### config.mk
export PLATFORM = sky130hd
export DESIGN_NAME = mem_access_stage
export DESIGN_NICKNAME = d
export VERILOG_FILES = /design/src/rtl/mem_access_stage.sv
export SDC_FILE = /design/constraint.sdc
export NUM_CORES = 1
export LEC_CHECK = 0
export CAP_MARGIN = 20
export CORE_ASPECT_RATIO = 0.75
export CORE_UTILIZATION = 25
export CTS_BUF_LIST = sky130_fd_sc_hd__clkbuf_4
export DETAILED_ROUTE_END_ITERATION = 6
export MAX_ROUTING_LAYER = met4
export PLACE_DENSITY = 0.63
export SYNTH_ARGS = -nofsm -noshare
export SYNTH_HDL_FRONTEND = slang
export SYNTH_SLANG_ARGS = --single-unit
export TNS_END_PERCENT = 5
### constraint.sdc
create_clock -name clk -period 3.5 [get_ports clk]
set_input_delay 0.525 -clock clk [delete_from_list [all_inputs] [get_ports clk]]
set_output_delay 0.525 -clock clk [all_outputs]
set_load 0.005 [all_outputs]
### src/rtl/mem_access_stage.sv
// Memory-access pipeline stage: it passes ALU results through, or runs one
// load/store on a single-outstanding bus with byte lanes and load extension.
module mem_access_stage (
    input  logic        clk,
    input  logic        rst,
    input  logic        ex_valid,
    input  logic [31:0] ex_alu_result,
    input  logic [31:0] ex_rs2_data,
    input  logic [4:0]  ex_rd_addr,
    input  logic [31:0] ex_pc_plus_4,
    input  logic        ex_mem_read,
    input  logic        ex_mem_write,
    input  logic [2:0]  ex_funct3,
    input  logic        ex_reg_write,
    input  logic        ex_mem_to_reg,
    input  logic        ex_write_from_pc,
    output logic        bus_req,
    output logic        bus_we,
    output logic [31:0] bus_addr,
    output logic [31:0] bus_wdata,
    output logic [3:0]  bus_be,
    input  logic [31:0] bus_rdata,
    input  logic        bus_ack,
    output logic [31:0] mem_alu_result,
    output logic [31:0] mem_read_data,
    output logic [4:0]  mem_rd_addr,
    output logic [31:0] mem_pc_plus_4,
    output logic        mem_reg_write,
    output logic        mem_mem_to_reg,
    output logic        mem_write_from_pc,
    output logic        stall,
    output logic        misaligned
);
    typedef enum logic [1:0] {IDLE, REQ, DONE} state_t;

    state_t      state;
    logic [1:0]  lane_q;
    logic [2:0]  funct3_q;
    logic [31:0] rdata_q;

    logic        access;
    logic        is_half;
    logic        is_word;
    logic        mis;
    logic [3:0]  be_calc;
    logic [31:0] wdata_calc;
    logic [7:0]  byte_sel;
    logic [15:0] half_sel;
    logic [31:0] load_ext;

    always_comb begin
        access  = ex_valid & (ex_mem_read | ex_mem_write);
        is_half = (ex_funct3[1:0] == 2'b01);
        is_word = ex_funct3[1];
        mis     = (is_half & ex_alu_result[0]) | (is_word & (|ex_alu_result[1:0]));
        case (ex_funct3[1:0])
            2'b00: begin
                be_calc    = 4'b0001 << ex_alu_result[1:0];
                wdata_calc = {4{ex_rs2_data[7:0]}};
            end
            2'b01: begin
                be_calc    = 4'b0011 << {ex_alu_result[1], 1'b0};
                wdata_calc = {2{ex_rs2_data[15:0]}};
            end
            default: begin
                be_calc    = 4'b1111;
                wdata_calc = ex_rs2_data;
            end
        endcase
    end

    // Lane selection uses only the fields latched when the request was issued.
    always_comb begin
        case (lane_q)
            2'd0:    byte_sel = bus_rdata[7:0];
            2'd1:    byte_sel = bus_rdata[15:8];
            2'd2:    byte_sel = bus_rdata[23:16];
            default: byte_sel = bus_rdata[31:24];
        endcase
        half_sel = lane_q[1] ? bus_rdata[31:16] : bus_rdata[15:0];
        case (funct3_q)
            3'b000:  load_ext = {{24{byte_sel[7]}}, byte_sel};
            3'b100:  load_ext = {24'd0, byte_sel};
            3'b001:  load_ext = {{16{half_sel[15]}}, half_sel};
            3'b101:  load_ext = {16'd0, half_sel};
            default: load_ext = bus_rdata;
        endcase
    end

    always_ff @(posedge clk or posedge rst) begin
        if (rst) begin
            state     <= IDLE;
            bus_req   <= 1'b0;
            bus_we    <= 1'b0;
            bus_addr  <= 32'd0;
            bus_wdata <= 32'd0;
            bus_be    <= 4'd0;
            lane_q    <= 2'd0;
            funct3_q  <= 3'd0;
            rdata_q   <= 32'd0;
        end else begin
            case (state)
                IDLE: begin
                    if (access && !mis) begin
                        state     <= REQ;
                        bus_req   <= 1'b1;
                        bus_we    <= ex_mem_write;
                        bus_addr  <= {ex_alu_result[31:2], 2'b00};
                        bus_wdata <= wdata_calc;
                        bus_be    <= be_calc;
                        lane_q    <= ex_alu_result[1:0];
                        funct3_q  <= ex_funct3;
                    end
                end
                REQ: begin
                    if (bus_ack) begin
                        state   <= DONE;
                        bus_req <= 1'b0;
                        rdata_q <= load_ext;
                    end
                end
                DONE: state <= IDLE;
                default: begin
                    state   <= IDLE;
                    bus_req <= 1'b0;
                end
            endcase
        end
    end

    always_comb begin
        mem_alu_result    = ex_alu_result;
        mem_rd_addr       = ex_rd_addr;
        mem_pc_plus_4     = ex_pc_plus_4;
        mem_mem_to_reg    = ex_mem_to_reg;
        mem_write_from_pc = ex_write_from_pc;
        mem_read_data     = 32'd0;
        mem_reg_write     = 1'b0;
        stall             = 1'b0;
        misaligned        = 1'b0;
        case (state)
            IDLE: begin
                if (!access)
                    mem_reg_write = ex_reg_write & ex_valid;
                else if (mis)
                    misaligned = 1'b1;
                else
                    stall = 1'b1;
            end
            REQ:  stall = 1'b1;
            DONE: begin
                mem_reg_write = ex_reg_write;
                mem_read_data = bus_we ? 32'd0 : rdata_q;
            end
            default: stall = 1'b0;
        endcase
        // Reset blanks everything the next stage could latch.
        if (rst) begin
            mem_alu_result    = 32'd0;
            mem_rd_addr       = 5'd0;
            mem_pc_plus_4     = 32'd0;
            mem_mem_to_reg    = 1'b0;
            mem_write_from_pc = 1'b0;
            mem_read_data     = 32'd0;
            mem_reg_write     = 1'b0;
            stall             = 1'b0;
            misaligned        = 1'b0;
        end
    end
endmodule

==> summary.txt <==
Seq/Total Area, Yosys - 0.460
Wire per inst - 16.8 microns
Via count - 5374
I/O pins - 321
Nets - 1046
Final wirelength - 20200 microns
Met1 usage - 0.231
Sequential standard cell area - 0.00268 sq mm
All-Layer GR Usage - 0.171
CTS sink cnt - 107
Final worst-path cycle share - 0.849
Crit-path leading delay family - buffers and inverters
Worst-Margin Slew - 0.746 ns
Fillcell total - 2190
Max Cap Viol - 0
Hold buffer count at cts - 0
Reg clk slew, reported paths - 0.19 ns
Ys async rst share - 1.00
F_max - 337 MHz
Total die area - 0.0239 sq mm
Diodes inserted - 0
Pleak - 3.90 nW
Largest net degree at the start of global routing - 84
Unrepaired setup endpoints after global routing - false
Hold Vio Cnt, Final - 0
Setup Buffers After CTS - 0
Multi-input gate area - 0.00289 sq mm
Routed Antenna Nets - 0
CP cell instances - nor4b_4, buf_4, and2_1, clkdlybuf4s50_1
DRC Markers - 0
CTS tree - done
Design area - 0.00946 sq mm
Gpl congestion - 0.845
Worst vdd ir - 0.241 mV
WP data required - 2.97 ns
Post-synthesis cell type count - 41
Prevailing post-synth register cell - dfrtp_1
Drt first pass iters - 4
Die Width - 178 microns
Pre-CTS WS - 0.558 ns
Die Ht - 134 microns
#FFs+latches synth - 107
Root Driver - clkbuf_4
Total number of yosys warnings - 0
Worst Setup End Kind - output port
Final Max Tran Viols - 0
Final worst slack - 0.529 ns
# rows - 47
CTS Buf Count - 9
Syn_area_per_cell - 9.65 sq um
Core Area - 0.0225 sq mm
Clock Latency Late Sink - 0.50 ns
Final Power - 4.54 mW
Number of flops mapped to enable cells by yosys - 0
Minimum clock period - 2.97 ns
Worst setup SP type - flop
Setup Crit Path Kind - flop to output port
Number of port buffers - 318
Clock buffer depth - 2
Via density - 4.48
Post-DP HPWL - 15100 microns
Gr busiest metal - met2
CP arrival - 2.45 ns
Synthesized instance count - 604
PostCTS Resize Cnt - 0
Met3 Use GR - 0.0434
Met2 usage - 0.261
Post-Route Setup TNS - 0 ns
H-tree Lvls - 3
CP peak stage delay - 0.62 ns
Initial antenna violation count - 0
Share of layout cells above drive strength 1 - 0.0927
Placed cell area - 0.00930 sq mm
Layout area overhead - 62.4%
Worst path buffer plus inverter count - 2
Layout Utilization - 0.421
1st-iter DRT viols - 354
Max FO, Critical Path - 32
Hold Crit Class - input port to asynchronous set/reset pin
Crit path max-delay cell type - dfrtp_1
Starting Density - 0.259
Grt ovf - 0
First-pass GRT wire length - 30700 microns
Worst Skew - 0.0375 ns
Vias in the first global route - 5389
Setup violators final - 0
Slew margin rel. - 0.502
Outcome - complete, no violations
Power Density - 480 mW/mm^2
Netlist Area Pre-Place - 0.00583 sq mm
==> per-stage QoR <==
stage / hold slack (ns) / cells
after floorplan: 0.442 / 605
after global placement: 0.458 / 1184
after detailed placement: 0.467 / 1184
after CTS: 0.451 / 1200
after global routing: 0.505 / 1200
final: 0.483 / 1200
==> synthesized netlist by cell type, drive strengths merged, types with 4 or more instances <==
cell type / number / area [sq um]
a21oi: 67 / 350
buf: 29 / 165
nand2b: 6 / 37.5
mux2i: 34 / 340
o21ai: 39 / 195
or3: 5 / 31.3
mux2: 45 / 571
and2: 33 / 206
nand3: 6 / 30.0
nand2: 61 / 229
clkbuf: 15 / 56.3
nor2: 40 / 168
inv: 14 / 52.6
dfrtp: 107 / 2680
nor2b: 73 / 457
a21o: 4 / 30.0
nor4: 5 / 46.3
==> cell families (layout without fill, tap and decap cells) <==
family          count (synthesis)  count (layout)  synth area share
compound gates                124             124             0.120
other cells                     1               2          0.000644
simple gates                  235             235             0.216
buf+inv                        58             359            0.0470
mux                            79              79             0.156
flops                         107             107             0.460
==> cells in the final DEF, fill, tap and decap left out, drive strengths merged, types with 2 or more instances in the layout <==
cell type / netlist / layout
clkdlybuf4s50: 0 / 317
dfrtp: 107 / 107
nor2b: 73 / 73
a21oi: 67 / 67
nand2: 61 / 61
mux2: 45 / 45
nor2: 40 / 40
o21ai: 39 / 39
mux2i: 34 / 34
and2: 33 / 33
inv: 14 / 17
buf: 29 / 12
clkbuf: 15 / 9
nand2b: 6 / 6
nand3: 6 / 6
or3: 5 / 5
nor4: 5 / 5
a21o: 4 / 4
a22oi: 3 / 3
o22a: 3 / 3
o211ai: 3 / 3
o21a: 2 / 2
conb: 1 / 2
nor4b: 2 / 2
clkinv: 0 / 2
==> sequential cells by signal, indices dropped and copies added (netlist names) <==
register   cells
bus_wdata     32
rdata_q       32
bus_addr      30
bus_be         4
funct3_q       3
lane_q         2
state          2
bus_req        1
bus_we         1
==> worst paths after layout <==
kind / cells past startpoint / slack (ns) / from / to
worst max-delay path: 4 / 0.53 / state[0]$_DFFE_PP0P_ / mem_read_data[7]
worst min-delay path: 3 / 0.48 / rst / bus_addr[20]$_DFFE_PP0P_
worst max register to register: 3 / 1.10 / state[0]$_DFFE_PP0P_ / rdata_q[22]$_DFFE_PP0P_
worst min register to register: 2 / 0.50 / bus_req$_DFFE_PP0P_ / bus_req$_DFFE_PP0P_
max in group asynchronous: 4 / 2.17 / rst / rdata_q[13]$_DFFE_PP0P_
min in group clk: 2 / 0.50 / bus_req$_DFFE_PP0P_ / bus_req$_DFFE_PP0P_
==> worst min-delay path, stage by stage <==
cell and delay [ns]:
buf_2 0.20, buf_12 0.23, clkinvlp_4 0.45
==> report_power, final <==
| group | leakage (nW) | total, mW | switching (mW) | internal (mW) |
|---|---|---|---|---|
| combinational | 2.54 | 1.83 | 0.714 | 1.11 |
| sequential | 1.27 | 1.99 | 0.315 | 1.68 |
| clock | 0.0862 | 0.722 | 0.484 | 0.238 |
| total | 3.90 | 4.54 | 1.51 | 3.03 |
==> routing by layer <==
layer,vias to the layer above,share of wire
met5,-,0
li1,2625,-
met4,0,0.0074
met3,12,0.075
met2,197,0.46
met1,2540,0.46
==> final cells by class <==
type                            instances  share of cell area
Clock buffer                            9             0.00714
Clock inverter                          7             0.00979
Inverter                               14             0.00595
Multi-Input combinational cell        440               0.305
Sequential cell                       107               0.283
Tap cell                              294              0.0389
Timing Repair Buffer                  329               0.350
Power figures use the tool's default switching activity.
